<file path="config.mk">
export PLATFORM = sky130hd
export DESIGN_NAME = alu_regfile_flat
export DESIGN_NICKNAME = d
export VERILOG_FILES = /design/src/rtl/alu_regfile_pkg.sv /design/src/rtl/alu_regfile_if.sv /design/src/rtl/alu_regfile_idu.sv /design/src/rtl/alu_regfile.sv /design/src/flat_wrapper.sv
export SDC_FILE = /design/constraint.sdc
export NUM_CORES = 1
export LEC_CHECK = 0
export ABC_AREA = 1
export BUFFER_PORTS_ARGS = -buffer_cell sky130_fd_sc_hd__buf_2
export CAP_MARGIN = 20
export CORE_ASPECT_RATIO = 1.2
export CORE_MARGIN = 2
export CORE_UTILIZATION = 51
export DETAILED_ROUTE_END_ITERATION = 7
export PLACE_DENSITY = 0.81
export SLEW_MARGIN = 5
export SYNTH_ARGS = -nofsm -noshare
export SYNTH_HDL_FRONTEND = slang
export SYNTH_SLANG_ARGS = --single-unit
</file>
<file path="constraint.sdc">
create_clock -name clk -period 5.15 [get_ports clk]
set_input_delay 1.2875 -clock clk [delete_from_list [all_inputs] [get_ports clk]]
set_output_delay 1.2875 -clock clk [all_outputs]
set_load 0.01 [all_outputs]
</file>
<file path="src/rtl/alu_regfile_pkg.sv">
// Shared types and constants for the CPU register file and IDU.
// Register/pair/IDU selectors, flag bit positions, widths.
package alu_regfile_pkg;

  localparam int DATA_WIDTH = 8;
  localparam int FLAG_WIDTH = 4;

  localparam int FLAG_Z = 3;
  localparam int FLAG_N = 2;
  localparam int FLAG_H = 1;
  localparam int FLAG_C = 0;

  localparam logic [15:0] SP_RESET_DEF = 16'hFFFE;

  typedef enum logic [2:0] {
    REG_B = 3'd0,
    REG_C = 3'd1,
    REG_D = 3'd2,
    REG_E = 3'd3,
    REG_H = 3'd4,
    REG_L = 3'd5,
    REG_F = 3'd6,
    REG_A = 3'd7
  } reg_sel_t;

  typedef enum logic [1:0] {
    PAIR_BC = 2'd0,
    PAIR_DE = 2'd1,
    PAIR_HL = 2'd2,
    PAIR_SP = 2'd3
  } pair_sel_t;

  typedef enum logic [1:0] {
    IDU_NONE = 2'd0,
    IDU_INC  = 2'd1,
    IDU_DEC  = 2'd2
  } idu_op_t;

endpackage

</file>
<file path="src/rtl/alu_regfile_if.sv">
// Sequencer/ALU-facing bundle of the register file.
// master: sequencer+ALU side; slave: register file.
interface alu_regfile_if;
  import alu_regfile_pkg::*;

  logic                  phi_en;
  reg_sel_t              rd_a_sel;
  reg_sel_t              rd_b_sel;
  logic [DATA_WIDTH-1:0] operand_A;
  logic [DATA_WIDTH-1:0] operand_B;
  logic                  wb_valid;
  reg_sel_t              wb_sel;
  logic [DATA_WIDTH-1:0] wb_data;
  logic [FLAG_WIDTH-1:0] wb_flags;
  logic [FLAG_WIDTH-1:0] wb_flag_mask;
  pair_sel_t             pair_sel;
  idu_op_t               idu_op;
  logic                  ld16_valid;
  logic [15:0]           ld16_data;
  logic [15:0]           pair_out;
  logic [FLAG_WIDTH-1:0] flags;

  modport master (
    output phi_en, rd_a_sel, rd_b_sel,
    output wb_valid, wb_sel, wb_data,
    output wb_flags, wb_flag_mask,
    output pair_sel, idu_op,
    output ld16_valid, ld16_data,
    input  operand_A, operand_B,
    input  pair_out, flags
  );

  modport slave (
    input  phi_en, rd_a_sel, rd_b_sel,
    input  wb_valid, wb_sel, wb_data,
    input  wb_flags, wb_flag_mask,
    input  pair_sel, idu_op,
    input  ld16_valid, ld16_data,
    output operand_A, operand_B,
    output pair_out, flags
  );

endinterface

</file>
<file path="src/rtl/alu_regfile_idu.sv">
// Combinational 16-bit increment/decrement with wrap.
// op: idu_op_t, din: pair value, dout: result.
module alu_regfile_idu
  import alu_regfile_pkg::*;
(
  input  idu_op_t     op,
  input  logic [15:0] din,
  output logic [15:0] dout
);

  always_comb begin
    dout = din;
    case (op)
      IDU_INC: dout = din + 16'd1;
      IDU_DEC: dout = din - 16'd1;
      default: dout = din;
    endcase
  end

endmodule

</file>
<file path="src/rtl/alu_regfile.sv">
// CPU register file: bytes, flags, pairs, SP with IDU.
// clk, rst (async low), bus: alu_regfile_if.slave.
module alu_regfile
  import alu_regfile_pkg::*;
#(
  parameter logic [15:0] SP_RESET = SP_RESET_DEF
) (
  input  logic           clk,
  input  logic           rst,
  alu_regfile_if.slave   bus
);

  logic [15:0] bc, de, hl, sp;
  logic [15:0] bc_n, de_n, hl_n, sp_n;
  logic [7:0]  a, a_n;
  logic [3:0]  f, f_n;
  logic [7:0]  byte_v [8];
  logic [15:0] pair_v [4];
  logic [15:0] pair_cur;
  logic [15:0] idu_out;
  logic [15:0] p16;
  logic        upd16;

  always_comb begin
    byte_v[0] = bc[15:8];
    byte_v[1] = bc[7:0];
    byte_v[2] = de[15:8];
    byte_v[3] = de[7:0];
    byte_v[4] = hl[15:8];
    byte_v[5] = hl[7:0];
    byte_v[6] = {f, 4'b0000};
    byte_v[7] = a;
    pair_v[0] = bc;
    pair_v[1] = de;
    pair_v[2] = hl;
    pair_v[3] = sp;
  end

  assign pair_cur      = pair_v[bus.pair_sel];
  assign bus.operand_A = byte_v[bus.rd_a_sel];
  assign bus.operand_B = byte_v[bus.rd_b_sel];
  assign bus.pair_out  = pair_cur;
  assign bus.flags     = f;

  alu_regfile_idu u_idu (
    .op   (bus.idu_op),
    .din  (pair_cur),
    .dout (idu_out)
  );

  // 16-bit result lands first; a byte writeback
  // then overrides just its own half of the pair.
  always_comb begin
    bc_n  = bc;
    de_n  = de;
    hl_n  = hl;
    sp_n  = sp;
    a_n   = a;
    f_n   = f;
    p16   = bus.ld16_valid ? bus.ld16_data : idu_out;
    upd16 = bus.ld16_valid ||
            (bus.idu_op != IDU_NONE);
    if (upd16) begin
      unique case (bus.pair_sel)
        PAIR_BC: bc_n = p16;
        PAIR_DE: de_n = p16;
        PAIR_HL: hl_n = p16;
        PAIR_SP: sp_n = p16;
      endcase
    end
    if (bus.wb_valid) begin
      unique case (bus.wb_sel)
        REG_B: bc_n[15:8] = bus.wb_data;
        REG_C: bc_n[7:0]  = bus.wb_data;
        REG_D: de_n[15:8] = bus.wb_data;
        REG_E: de_n[7:0]  = bus.wb_data;
        REG_H: hl_n[15:8] = bus.wb_data;
        REG_L: hl_n[7:0]  = bus.wb_data;
        REG_F: f_n        = bus.wb_data[7:4];
        REG_A: a_n        = bus.wb_data;
      endcase
      if (bus.wb_sel != REG_F)
        f_n = (f & ~bus.wb_flag_mask) |
              (bus.wb_flags & bus.wb_flag_mask);
    end
  end

  always_ff @(posedge clk or negedge rst) begin
    if (!rst) begin
      bc <= '0;
      de <= '0;
      hl <= '0;
      sp <= SP_RESET;
      a  <= '0;
      f  <= '0;
    end else if (bus.phi_en) begin
      bc <= bc_n;
      de <= de_n;
      hl <= hl_n;
      sp <= sp_n;
      a  <= a_n;
      f  <= f_n;
    end
  end

endmodule

</file>
<file path="src/flat_wrapper.sv">
// flat-port wrapper written by rule: the top's interface ports become plain ports
module alu_regfile_flat import alu_regfile_pkg::*;
#(
  parameter logic [15:0] SP_RESET = SP_RESET_DEF
)
  (clk, rst, bus_phi_en, bus_rd_a_sel, bus_rd_b_sel, bus_wb_valid, bus_wb_sel, bus_wb_data, bus_wb_flags, bus_wb_flag_mask, bus_pair_sel, bus_idu_op, bus_ld16_valid, bus_ld16_data, bus_operand_A, bus_operand_B, bus_pair_out, bus_flags);
  alu_regfile_if bus_i ();
  input  logic clk;
  input  logic rst;
  input wire logic [$bits(bus_i.phi_en)-1:0] bus_phi_en;
  input wire logic [$bits(bus_i.rd_a_sel)-1:0] bus_rd_a_sel;
  input wire logic [$bits(bus_i.rd_b_sel)-1:0] bus_rd_b_sel;
  input wire logic [$bits(bus_i.wb_valid)-1:0] bus_wb_valid;
  input wire logic [$bits(bus_i.wb_sel)-1:0] bus_wb_sel;
  input wire logic [$bits(bus_i.wb_data)-1:0] bus_wb_data;
  input wire logic [$bits(bus_i.wb_flags)-1:0] bus_wb_flags;
  input wire logic [$bits(bus_i.wb_flag_mask)-1:0] bus_wb_flag_mask;
  input wire logic [$bits(bus_i.pair_sel)-1:0] bus_pair_sel;
  input wire logic [$bits(bus_i.idu_op)-1:0] bus_idu_op;
  input wire logic [$bits(bus_i.ld16_valid)-1:0] bus_ld16_valid;
  input wire logic [$bits(bus_i.ld16_data)-1:0] bus_ld16_data;
  output wire logic [$bits(bus_i.operand_A)-1:0] bus_operand_A;
  output wire logic [$bits(bus_i.operand_B)-1:0] bus_operand_B;
  output wire logic [$bits(bus_i.pair_out)-1:0] bus_pair_out;
  output wire logic [$bits(bus_i.flags)-1:0] bus_flags;
  assign bus_i.phi_en = bus_phi_en;
  assign bus_i.rd_a_sel = bus_rd_a_sel;
  assign bus_i.rd_b_sel = bus_rd_b_sel;
  assign bus_i.wb_valid = bus_wb_valid;
  assign bus_i.wb_sel = bus_wb_sel;
  assign bus_i.wb_data = bus_wb_data;
  assign bus_i.wb_flags = bus_wb_flags;
  assign bus_i.wb_flag_mask = bus_wb_flag_mask;
  assign bus_i.pair_sel = bus_pair_sel;
  assign bus_i.idu_op = bus_idu_op;
  assign bus_i.ld16_valid = bus_ld16_valid;
  assign bus_i.ld16_data = bus_ld16_data;
  assign bus_operand_A = bus_i.operand_A;
  assign bus_operand_B = bus_i.operand_B;
  assign bus_pair_out = bus_i.pair_out;
  assign bus_flags = bus_i.flags;
  alu_regfile #(.SP_RESET(SP_RESET)) u_core (.clk(clk), .rst(rst), .bus(bus_i));
endmodule
</file>
Yosys cells after proc, flatten, opt, wreduce, memory -nomap -nowiden:

Index checks and enable logic that the tools add are counted.

* multiply operators: 0
* divide/modulo/power cells: 0
* add/sub/neg operators: 2
* reductions and logical operators: 8
* bitwise operators: 7
* shift-type cells: 0
* eq/ne operators: 13
* $lt $le $gt $ge: 3
* muxes and demuxes: 28

Operators with widths (number)
* $mux 16: 12
* $mux 8: 10
* $bmux 8 s3: 2
* $bmux 16 s2: 1
* $pmux 16 s2: 1
* $add 16x1->16 const B: 1
* $sub 16x1->16 const B: 1
* $eq 3x3->1 const B: 4
* $reduce_and 3->1: 3
* $and 4x4->4: 2
* $ge 4x4->1 const B: 2
* $mux 4: 2
* $not 3->4: 2
* $eq 2x2->1 const B: 3
* $eq 3x2->1 const B: 2
* $eq 2x1->1 const B: 2
* $not 4->4: 1
* $or 4x4->4: 1
* $reduce_bool 2->1: 2
* $eq 3x1->1 const B: 1
* $ge 3x3->1 const B: 1
* $logic_not 3->1: 1
* $ne 3x3->1 const B: 1
* $not 2->3: 1
* other kinds (2): 2

* bits in latches: 0
* memories: 0
* memory bits (writable): 0
* memory bits (read-only): 0
* bits of input ports: 50
* output and inout bits: 36
* bits in registers: 76

Longest topological paths before layout:

Gate-level depths: netlist of the first run.

* word-level depth: 11
* depth in mapped cells: 23

By module:

Synthesis of the first run repeated with hierarchy kept, for this count alone.

* cell total of the unflattened synthesis: 1351
* area, all modules: 7557.2 um^2

By module, submodules not included
* alu_regfile: cells each 1091, instances 1, area each 6322.3 um^2
* alu_regfile_idu: cells each 260, instances 1, area each 1234.9 um^2

Worst setup path after synthesis of the first run:

No wires, ideal clock.

* path kind: input port to flip-flop
* start point: input port bus_pair_sel[0]
* end point: register u_core.bc[14]
* path slack: 1.431 ns
* arrival time: 3.603 ns
* stages: 19
* path through: buf_6 nor2_2 buf_6 clkinv_4 o2111ai_2 inv_1 fa_1 o21ai_1 nand2_1 nand2_1 nand3_1 nand3_1 nand3_1 o211ai_1 nand2_1 nand2_1 nand2_1 nand2_1 nand2_1

* word-level cells in the longest chain between the ends: 11
* elaborated cells on any way between the ends: 13

RTL lines
* start: declaration: line flat_wrapper.sv:18 `input wire logic [$bits(bus_i.pair_sel)-1:0] bus_pair_sel;`
* $not 2->3 (not written as such) *: line alu_regfile.sv:39 `assign pair_cur = pair_v[bus.pair_sel];`
* $bmux 16 s2 *: line alu_regfile.sv:39
* $mux 16 (not written as such) * (2 in a row): line alu_regfile.sv:39
* named net bus_pair_out[1]: line flat_wrapper.sv:24 `output wire logic [$bits(bus_i.pair_out)-1:0] bus_pair_out;`
* $sub 16x1->16 or $add 16x1->16 (tied branches): line alu_regfile_idu.sv:15, alu_regfile_idu.sv:14
* $pmux 16 s2 *: line alu_regfile_idu.sv:13 `case (op)`
* $mux 16 *: line alu_regfile.sv:60 `p16 = bus.ld16_valid ? bus.ld16_data : idu_out;`
* $mux 16 *: line alu_regfile.sv:64 `unique case (bus.pair_sel)`
* $mux 16 *: line alu_regfile.sv:63 `if (upd16) begin`
* $mux 8: line alu_regfile.sv:72 `unique case (bus.wb_sel)`
* $mux 16 *: line alu_regfile.sv:71 `if (bus.wb_valid) begin`
* end signal: assignment: line alu_regfile.sv:97 `bc <= bc_n;`
* end: declaration: line alu_regfile.sv:13 `logic [15:0] bc, de, hl, sp;`

Mark *: on every way through the listed nets, which the timed path passes. The rest lies on a longest branch. The select of a mux whose other input is x is not followed.
A chain may end at the register's enable or synchronous reset.

Worst setup path after layout of the first run:

* start point: input port bus_rd_b_sel[0]
* end point: output port bus_operand_B[1]

* word-level cells in the longest chain between the ends: 4

RTL lines
* start: declaration: line flat_wrapper.sv:12 `input wire logic [$bits(bus_i.rd_b_sel)-1:0] bus_rd_b_sel;`
* $not 3->4 (not written as such): line alu_regfile.sv:41 `assign bus.operand_B = byte_v[bus.rd_b_sel];`
* $bmux 8 s3: line alu_regfile.sv:41
* $mux 8 (not written as such) (2 in a row): line alu_regfile.sv:41
* end: declaration: line flat_wrapper.sv:23 `output wire logic [$bits(bus_i.operand_B)-1:0] bus_operand_B;`

No other way between the ends. The select of a mux whose other input is x is not followed.

==> results.cfg, run 1 <==
[routing]
wire_per_inst_um = 17.7
wl_um = 22900
dr.pass1.iters = 6
vias = 7750
met2_length_um = 10400
highest_layer = met4
vias_per_cell = 5.97
drc = 0
routed-wl-met3_um = 2730
wl_met1_um = 8890
drt.antenna.violating_nets = 0
drtIter0Drc = 914

[sta]
tightest_slew_ps = 993
slew_viol_final = 0
grt_setup_unrepaired = no
setup_viol = 0
fin_crit_ps = 4310
fin_tns_setup_ps = 0
fmax_mhz = 232
finalClockSkew_ps = 7.93
hold_viol = 0
maxSlewHeadroom_pct = 33.8
period_share_pct = 83.6

[synthesis]
yosysUniqueCellTypes = 52
synth-edff-count = 0
ys_warn_count = 0
syn_area_per_cell_um2 = 6.32
synth_seq_cells = 76
synthFlopType = dfrtp_1
yosysTopAreaCellShare_pct = 22.5
synth_common_cells = nand2_1 (314), o21ai_0 (143), inv_1 (131)
syn_nets = 1139
syn_area_mm2 = 0.00677
yosysMostFrequentCell = nand2_1
yosys.area.top_type = dfrtp_1
async_flop_share_pct = 100
yosysSeqAreaShare_pct = 28.4
syn_inst = 1072
synth.area.top_cells = dfrtp_1 (23%), nand2_1 (17%), o21ai_0 (11%)

[worst_setup_path]
cp.depth = 7
path_cells = buf_2 -> clkinv_1 -> buf_4 -> a21oi_1 -> o21ai_0 -> a31oi_1 -> buf_2
critical_path_class = in -> out
r2r_end = u_core.hl[15]$_DFFE_PN0P_
crit_required_ps = 3860
arrival_ps = 3020
cpMostUsedCell = buf_2
endpoint_kind = output port
reg2reg_depth = 21
crit_buf_inv = 4
max_stage_delay_ps = 390
cp-start-kind = input port
r2r_setup_slack_ps = 2260
cp-endpoint = bus_operand_B[1]
path_delay_family = buffers and inverters
crit_start = bus_rd_b_sel[0]
crit_fanout = 26
r2r-start = u_core.de[10]$_DFFE_PN0P_
cp_slowest_cell = clkinv_1

[final_layout]
syn2layout_area_growth_pct = 11.5
nNetsFinal = 1194
n_fill_cell = 1300
multi_input_area_mm2 = 0.00405
antennaDiodeCount = 0
drive_gt1_share_pct = 15.4
regArea_mm2 = 0.00192

[global_route]
antenna_found_initial = 0
grt_overflow = 0
grtUsageTotal_pct = 32.5
grt_max_degree = 77
grt_pass1_wl_um = 35900
grt_pass1_vias = 6967

[floorplan]
die_y_um = 130
io_pins = 86
dieArea_mm2 = 0.0142
core_area_mm2 = 0.0131
rows = 46
start_util_pct = 51.6
die_x_um = 109

[clock_tree]
clock-root-buffer = clkbuf_16
postCtsSetupBuffers = 0
cts_tree = built
post_cts_resized = 0
clkSlewWorstSetupHoldPaths_ps = 60
htree_levels = 3
cts_made_buffers = 9
cts_sinks = 76
holdBufCountCts = 0
ctsLongestPathBuffers = 2
clk_latency_ps = 350

[placed_design]
io_buffers = 85
hpwl_um = 16700
gp_congestion = 1.00

[pwr]
leakage_nw = 3.89
p_switching_mw = 0.967
ir_worst_vdd_v = 0.000175
total_power_mw = 2.50
seqPwrFrac_pct = 35.1
p_comb_share_pct = 35.4
powerDensity_mw_per_mm2 = 331
clkPwrFrac_pct = 29.5
switching_share_pct = 38.7
internal_power_mw = 1.53

[run_status]
status = completed

[flow_run]
drv_cap = 0

[hold_path]
min_path_type = reg -> reg
hold_start = u_core.sp[10]$_DFFE_PN1P_
==> stage by stage <==
step / area (um2) / hold slack [ps] / utilization [%] / setup slack [ps] / instances
final: 7550 / 466 / 57.6 / 843 / 1299
after global routing: 7550 / 518 / 57.6 / 695 / 1299
after floorplan: 6770 / 448 / - / 1430 / 1072
after global placement: 7210 / 456 / 55.0 / 998 / 1284
after CTS: 7550 / 468 / 57.6 / 965 / 1299
after detailed placement: 7210 / 458 / 55.0 / 966 / 1284
==> layout by cell type, fill, tap and decap left out, drive strengths merged, types with 2 or more instances in the layout <==
master / count
o2111ai: 3
nand4: 2
buf: 92
clkbuf: 10
nand2: 332
bufinv: 3
dfstp: 15
o21a: 7
a31oi: 26
nand3: 26
a221oi: 5
ha: 16
xnor2: 5
nor3: 3
inv: 140
o21ai: 162
a21o: 2
clkinv: 7
o21bai: 3
nor2: 59
o211ai: 6
mux2: 4
a311oi: 4
a21oi: 114
dfrtp: 61
a21boi: 4
a22oi: 2
o22ai: 12
==> sequential cells by signal, indices dropped and copies added (netlist names), named ones only <==
name and cells:
u_core.hl 16, u_core.a 8, u_core.sp 16, u_core.bc 16, u_core.de 16
==> how the worst min path moves through the flow <==
| stage | to | slack (ps) | cells after the start |
|---|---|---|---|
| after CTS | u_core.sp[10]$_DFFE_PN1P_ | 470 | 2 |
| final | u_core.sp[10]$_DFFE_PN1P_ | 470 | 2 |
| after global routing | u_core.sp[4]$_DFFE_PN1P_ | 520 | 2 |
| after global placement | u_core.sp[10]$_DFFE_PN1P_ | 460 | 2 |
| after detailed placement | u_core.sp[10]$_DFFE_PN1P_ | 460 | 2 |
| after floorplan | u_core.sp[10]$_DFFE_PN1P_ | 450 | 2 |
==> worst min-delay path: cells and delay by family (launching register included) <==
family | cells | cell delay [ps]
flops | 1 | 370
simple gates | 2 | 100
==> power groups by stage <==
stage,Combinational [mW],Clock (mW),Sequential (mW)
floorplan,0.626,0,0.824
global placement,0.845,0,0.875
detailed placement,0.862,0,0.879
CTS,0.869,0.733,0.869
global route,0.989,0.755,0.888
finish,0.885,0.738,0.878
==> kinds of logic after synthesis <==
logic type,synth area share (%)
AO/OA/AOI/OAI,29.2
XOR/XNOR,0.887
buffers and inverters,11.8
AND/OR/NAND/NOR,25.9
adder cells (fa/ha/maj),3.25
multiplexers,0.665
flip-flops,28.4
==> area by class of cell <==
cell class | instances | share of cell area, %
Clock inverter | 5 | 1.33
Sequential cell | 76 | 25.4
Multi-Input combinational cell | 803 | 53.6
Tap cell | 168 | 2.78
Inverter | 145 | 7.30
Timing Repair Buffer | 92 | 6.36
Clock buffer | 10 | 3.16
==> per-layer routing <==
metal,vias to the layer above,global-route usage [%]
li1,3642,-
met1,3475,41.3
met2,540,53.6
met3,93,7.14
met4,0,13.3
met5,-,0
Note: power is estimated with default switching activity, not from simulation.
==> run 2, diff against run 1 <==
- ABC_AREA: 1 -> 0
- PLACE_DENSITY: 0.81 -> 0.84
- clock period: 5.15 -> 3.71 ns (I/O delays scaled with it)
==> run 2 against run 1 <==
Combinational power grew 94%; sequential power up 56%; first-iteration DRC count is 20% lower; flip-flop and latch count unchanged; core utilization is 6.3 points higher; wire length is 12% lower; hold slack improved by 1.1 ps; count of clock-buffer cells in the layout up 1; clock skew hardly changed; clock power grew 21%; highest routed layer unchanged.
==> results.cfg, run 2 <==
[pwr]
internal_power_mw = 2.48
powerDensity_mw_per_mm2 = 567
p_comb_share_pct = 43.2
seqPwrFrac_pct = 34.4
clkPwrFrac_pct = 22.5
total_power_mw = 3.98
switching_share_pct = 37.6
p_switching_mw = 1.49
ir_worst_vdd_v = 0.000394
leakage_nw = 3.01

[routing]
dr.pass1.iters = 6
wire_per_inst_um = 23.8
drc = 0
vias = 5879
drtIter0Drc = 729
vias_per_cell = 6.91
drt.antenna.violating_nets = 0
wl_um = 20300

[global_route]
grt_pass1_wl_um = 31500
grt_max_degree = 46
antenna_found_initial = 0
grt.busiest_layer = met2
grt_use_met3_pct = 5.59
grt_pass1_vias = 5771
use_met2_pct = 54.9
grtUsageMet1_pct = 45.7
grtUsageTotal_pct = 34.6
grt_overflow = 0

[floorplan]
rows = 42
io_pins = 86
die_y_um = 120
core_area_mm2 = 0.0110
die_x_um = 101
dieArea_mm2 = 0.0121
start_util_pct = 52.0

[placed_design]
placed_area_mm2 = 0.00668
io_buffers = 85
gp_congestion = 1.05
hpwl_um = 15400
placedCellCount = 835

[sta]
finalClockSkew_ps = 8.22
slew_viol_final = 0
tightest_slew_ps = 916
whs_ps = 467
maxSlewHeadroom_pct = 38.9
period_share_pct = 96.1
grt_setup_unrepaired = yes
fmax_mhz = 280
hold_viol = 0
fin_crit_ps = 3570
setup_viol = 0

[clock_tree]
clk_latency_ps = 350
ctsLongestPathBuffers = 2
clock-root-buffer = clkbuf_16
clkSlewWorstSetupHoldPaths_ps = 60
htree_levels = 3
cts_sinks = 76
cts_made_buffers = 9
cts_tree = built

[worst_setup_path]
crit_buf_inv = 2
r2r_setup_slack_ps = 530
r2r-start = u_core.hl[2]$_DFFE_PN0P_
max_stage_delay_ps = 530
crit_start = bus_pair_sel[0]
cp-start-kind = input port
reg2reg_depth = 11
r2r_end = u_core.hl[6]$_DFFE_PN0P_
crit_required_ps = 3970
crit_fanout = 4
critical_path_class = in -> reg
arrival_ps = 3820
path_cells = buf_2 -> buf_12 -> mux4_2 -> ha_1 -> a21o_1 -> nor3_1 -> a31oi_2 -> a2111oi_2 -> o21bai_1 -> xnor2_1 -> o21a_2 -> a31oi_1
endpoint_kind = register
cp_slowest_cell = mux4_2
path_delay_family = compound AO/OA/AOI/OAI gates

[synthesis]
synth_xor_area_share_pct = 1.99
synthMuxAreaShare_pct = 21.0
yosys.area_share.simple_pct = 13.2
yosysMostFrequentCell = nand2_1
syn_inst = 593
synth-edff-count = 0
syn_nets = 660
synth_compound_area_share_pct = 23.1
synthFlopType = dfrtp_1
yosysTopAreaCellShare_pct = 26.7
yosys.area.top_type = dfrtp_1
async_flop_share_pct = 100
syn_area_mm2 = 0.00572
synth_common_cells = nand2_1 (72), dfrtp_1 (61), nor2_1 (47)
yosys.area_share.adder_pct = 3.85
ys_warn_count = 0
yosysUniqueCellTypes = 58
synth_seq_cells = 76
synth_top_family_by_area = compound AO/OA/AOI/OAI gates
syn_area_per_cell_um2 = 9.64
yosysSeqAreaShare_pct = 33.6
synth.area.top_cells = dfrtp_1 (27%), mux4_2 (16%), dfstp_2 (6.9%)

[hold_path]
min_path_type = reg -> reg
whs_path_depth = 2
min_to = u_core.sp[14]$_DFFE_PN1P_
hold_start = u_core.sp[14]$_DFFE_PN1P_

[final_layout]
layout_commonest_cell = buf_2
final_area_mm2 = 0.00701
n_fill_cell = 846
drive_gt1_share_pct = 36.0
utilization_pct = 63.9
antennaDiodeCount = 0
final_cell_mix = buf_2 (85), nand2_1 (72), dfrtp_1 (61)
syn2layout_area_growth_pct = 22.7
nNetsFinal = 781
stdcell_count = 851

[run_status]
status = completed

[flow_run]
drv_cap = 0
## run 2: cell types whose count changed in the layout (fill, tap and decap cells not counted), moves of 21 or more
cell / change
buf_4: +47
a21oi_1: -70
inv_1: -119
nand2_1: -242
mux2_2: +21
o21ai_0: -107
mux4_2: +40
## run 2: metal layers
metal	wire length, um	vias up	part of all wire [%]
met1	7340	2835	36
met4	1080	0	5.3
met2	9730	453	48
li1	-	2506	-
met3	2140	85	11
met5	0	-	0
## run 2: how the worst max path moves through the flow
| stage | slack [ps] | depth (start not counted) | end |
|---|---|---|---|
| floorplan | -6 | 12 | u_core.de[13]$_DFFE_PN0P_ |
| CTS | 140 | 11 | u_core.bc[14]$_DFFE_PN0P_ |
| detailed placement | -210 | 12 | u_core.bc[14]$_DFFE_PN0P_ |
| finish | 140 | 12 | u_core.bc[14]$_DFFE_PN0P_ |
| global placement | -30 | 13 | u_core.de[11]$_DFFE_PN0P_ |
| global route | -30 | 14 | u_core.hl[6]$_DFFE_PN0P_ |
## run 2: repair_timing
item                                    CTS  global route
hold buffers                              0             0
resized for setup                         0             8
hold endpoints to repair                  0             0
setup buffers                             0             0
endpoints found under the setup margin    0            10
## run 2: worst min-delay path, cell delays in order (launching register included)
cell and delay [ps]:
dfstp_2 370, nand2_1 50, o21ai_1 50
## run 2: cell type report
type / instances / area (um2) / share of cell area, %
Sequential cell: 76 / 1920 / 27.4
Inverter: 14 / 52.6 / 0.749
Tap cell: 132 / 165 / 2.36
Clock inverter: 5 / 58.8 / 0.839
Multi-Input combinational cell: 469 / 3650 / 52.1
Timing Repair Buffer: 144 / 918 / 13.1
Clock buffer: 11 / 243 / 3.46
## run 2: power by group through the flow
stage	Clock [mW]	Combinational, mW	Sequential [mW]
finish	0.893	1.72	1.37
global route	0.929	1.85	1.37
CTS	0.897	1.68	1.34
detailed placement	0	1.66	1.35
global placement	0	1.62	1.34
floorplan	0	1.08	1.21
## run 2: cells by family after synthesis
kind of cell / count (synthesis)
xor gates and xnor gates: 13
buffers and inverters: 48
DFF: 76
adders and majority gates: 17
AOI/OAI and AO/OA: 203
muxes: 67
and+or+nand+nor: 169
## run 2: through the flow
| stage | worst slack, ps | setup TNS (ps) |
|---|---|---|
| finish | 145 | 0 |
| global route | -31.6 | -37.1 |
| CTS | 137 | 0 |
| detailed placement | -212 | -2280 |
| global placement | -34.9 | -155 |
| floorplan | -5.70 | -5.70 |
==> run 3, diff against run 2 <==
- CORE_MARGIN: 2 -> 3
- PLACE_DENSITY: 0.84 -> 0.75
==> run 3 against run 2 <==
Critical path depth unchanged; clock skew is 3.1 ps higher; setup slack better by 54 ps; sequential share of layout area increased by 0.078 points; sequential power hardly changed; count of clock-buffer cells in the layout rose by 3; critical endpoint is now u_core.hl[5]$_DFFE_PN0P_.
==> results.cfg, run 3 (synthesis results as in run 2) <==
[final_layout]
final_area_mm2 = 0.00699
antennaDiodeCount = 0
final_cell_mix = buf_2 (83), nand2_1 (72), buf_4 (66)
nNetsFinal = 787
layout_commonest_cell = buf_2
syn2layout_area_growth_pct = 22.4
n_fill_cell = 876
drive_gt1_share_pct = 36.0

[global_route]
grt_max_degree = 77
grtUsageTotal_pct = 33.4
antenna_found_initial = 0
grt_overflow = 0
grt_pass1_wl_um = 31400
grt_pass1_vias = 5759

[clock_tree]
cts_made_buffers = 9
cts_sinks = 76
clkSlewWorstSetupHoldPaths_ps = 60
postCtsSetupBuffers = 0
holdBufCountCts = 0
ctsLongestPathBuffers = 2
clock-root-buffer = clkbuf_16
htree_levels = 3
cts_tree = built
clk_latency_ps = 350

[worst_setup_path]
reg2reg_depth = 11
crit_fanout = 11
endpoint_kind = register
crit_required_ps = 3900
cp-start-kind = input port
critical_path_class = in -> reg
arrival_ps = 3700

[routing]
vias = 5761
drc = 0
drt.antenna.violating_nets = 0
dr.pass1.iters = 6
wire_per_inst_um = 23.4
wl_um = 20000
vias_per_cell = 6.75
drtIter0Drc = 804

[placed_design]
hpwl_um = 15400
placed_area_mm2 = 0.00668
place_ws_ps = -320
io_buffers = 85
gp_congestion = 0.979

[sta]
setup_viol = 0
slew_viol_final = 0
tightest_slew_ps = 971
maxSlewHeadroom_pct = 35.3
hold_viol = 0
fin_crit_ps = 3510
finalClockSkew_ps = 11.4
fmax_mhz = 285
period_share_pct = 94.6
fin_ws_ps = 199

[floorplan]
dieArea_mm2 = 0.0125
io_pins = 86
die_y_um = 122
start_util_pct = 53.3
die_x_um = 103
core_area_mm2 = 0.0107
rows = 41

[pwr]
powerDensity_mw_per_mm2 = 556
leakage_nw = 3.01
ir_worst_vdd_v = 0.000304

[flow_run]
drv_cap = 0

[hold_path]
whs_path_depth = 2
min_path_type = reg -> reg

[run_status]
status = completed
==> run 3: cell count changes in the layout (fill, tap and decap cells not counted), moves of 2 or more <==
cell | previous run | this run
buf_2 | 85 | 83
clkbuf_1 | 1 | 4
buf_4 | 55 | 66
buf_12 | 4 | 1
a31oi_2 | 2 | 0
==> run 3: what timing repair did <==
item                                    4_1_cts  5_1_grt
endpoints found under the setup margin        0       35
endpoints found under the hold margin         0        0
gates resized for setup                       0       10
==> run 3: through the flow <==
stage	total power [mW]	hold WS (ps)	setup TNS (ps)	utilization (%)	instances
global placement	2.97	450	-4780	62.3	838
CTS	3.83	473	0	64.8	854
detailed placement	3.03	456	-7460	62.3	838
finish	3.89	469	0	65.2	854
global route	4.10	502	-10.6	65.2	854
floorplan	2.29	442	-5.70	-	593
==> run 3: cell type report <==
class / count / area, um2 / area share [%]
Timing Repair Buffer: 150 / 931 / 13.3
Clock buffer: 14 / 254 / 3.63
Tap cell: 129 / 161 / 2.31
Clock inverter: 2 / 12.5 / 0.179
Multi-Input combinational cell: 469 / 3660 / 52.4
Inverter: 14 / 52.6 / 0.751
Sequential cell: 76 / 1920 / 27.5
==> run 3: path summary, 6_finish.rpt <==
| path | endpoint | slack [ps] | from |
|---|---|---|---|
| max | u_core.hl[5]$_DFFE_PN0P_ | 200 | bus_pair_sel[0] |
| min | u_core.sp[15]$_DFFE_PN1P_ | 470 | u_core.sp[15]$_DFFE_PN1P_ |
| max reg2reg | u_core.hl[5]$_DFFE_PN0P_ | 590 | u_core.bc[2]$_DFFE_PN0P_ |
| min reg2reg | u_core.sp[15]$_DFFE_PN1P_ | 470 | u_core.sp[15]$_DFFE_PN1P_ |
| max in group asynchronous | u_core.bc[0]$_DFFE_PN0P_ | 2340 | rst |
| min in group asynchronous | u_core.a[1]$_DFFE_PN0P_ | 740 | rst |
==> run 3: report_power, final <==
group	total, mW	switching [mW]	leakage, nW	internal (mW)
sequential	1.35	0.268	0.871	1.08
clock	0.802	0.332	0.127	0.471
combinational	1.74	0.855	2.01	0.885
==> run 3: worst max-delay path: stages <==
cell,delay (ps)
buf_4,220
mux4_2,560
ha_1,360
a21o_1,220
a31oi_4,160
o21ai_2,90
buf_4,140
xor2_1,130
nand2_1,70
a21oi_1,60
a21oi_1,580
a21oi_1,170
==> run 3: metal layers <==
metal | vias to the layer above | track usage (%) | routed length [um]
li1 | 2526 | - | -
met1 | 2734 | 42.3 | 7190
met2 | 423 | 55.0 | 9660
met3 | 78 | 6.76 | 2130
met4 | 0 | 14.9 | 995
met5 | - | 0 | 0
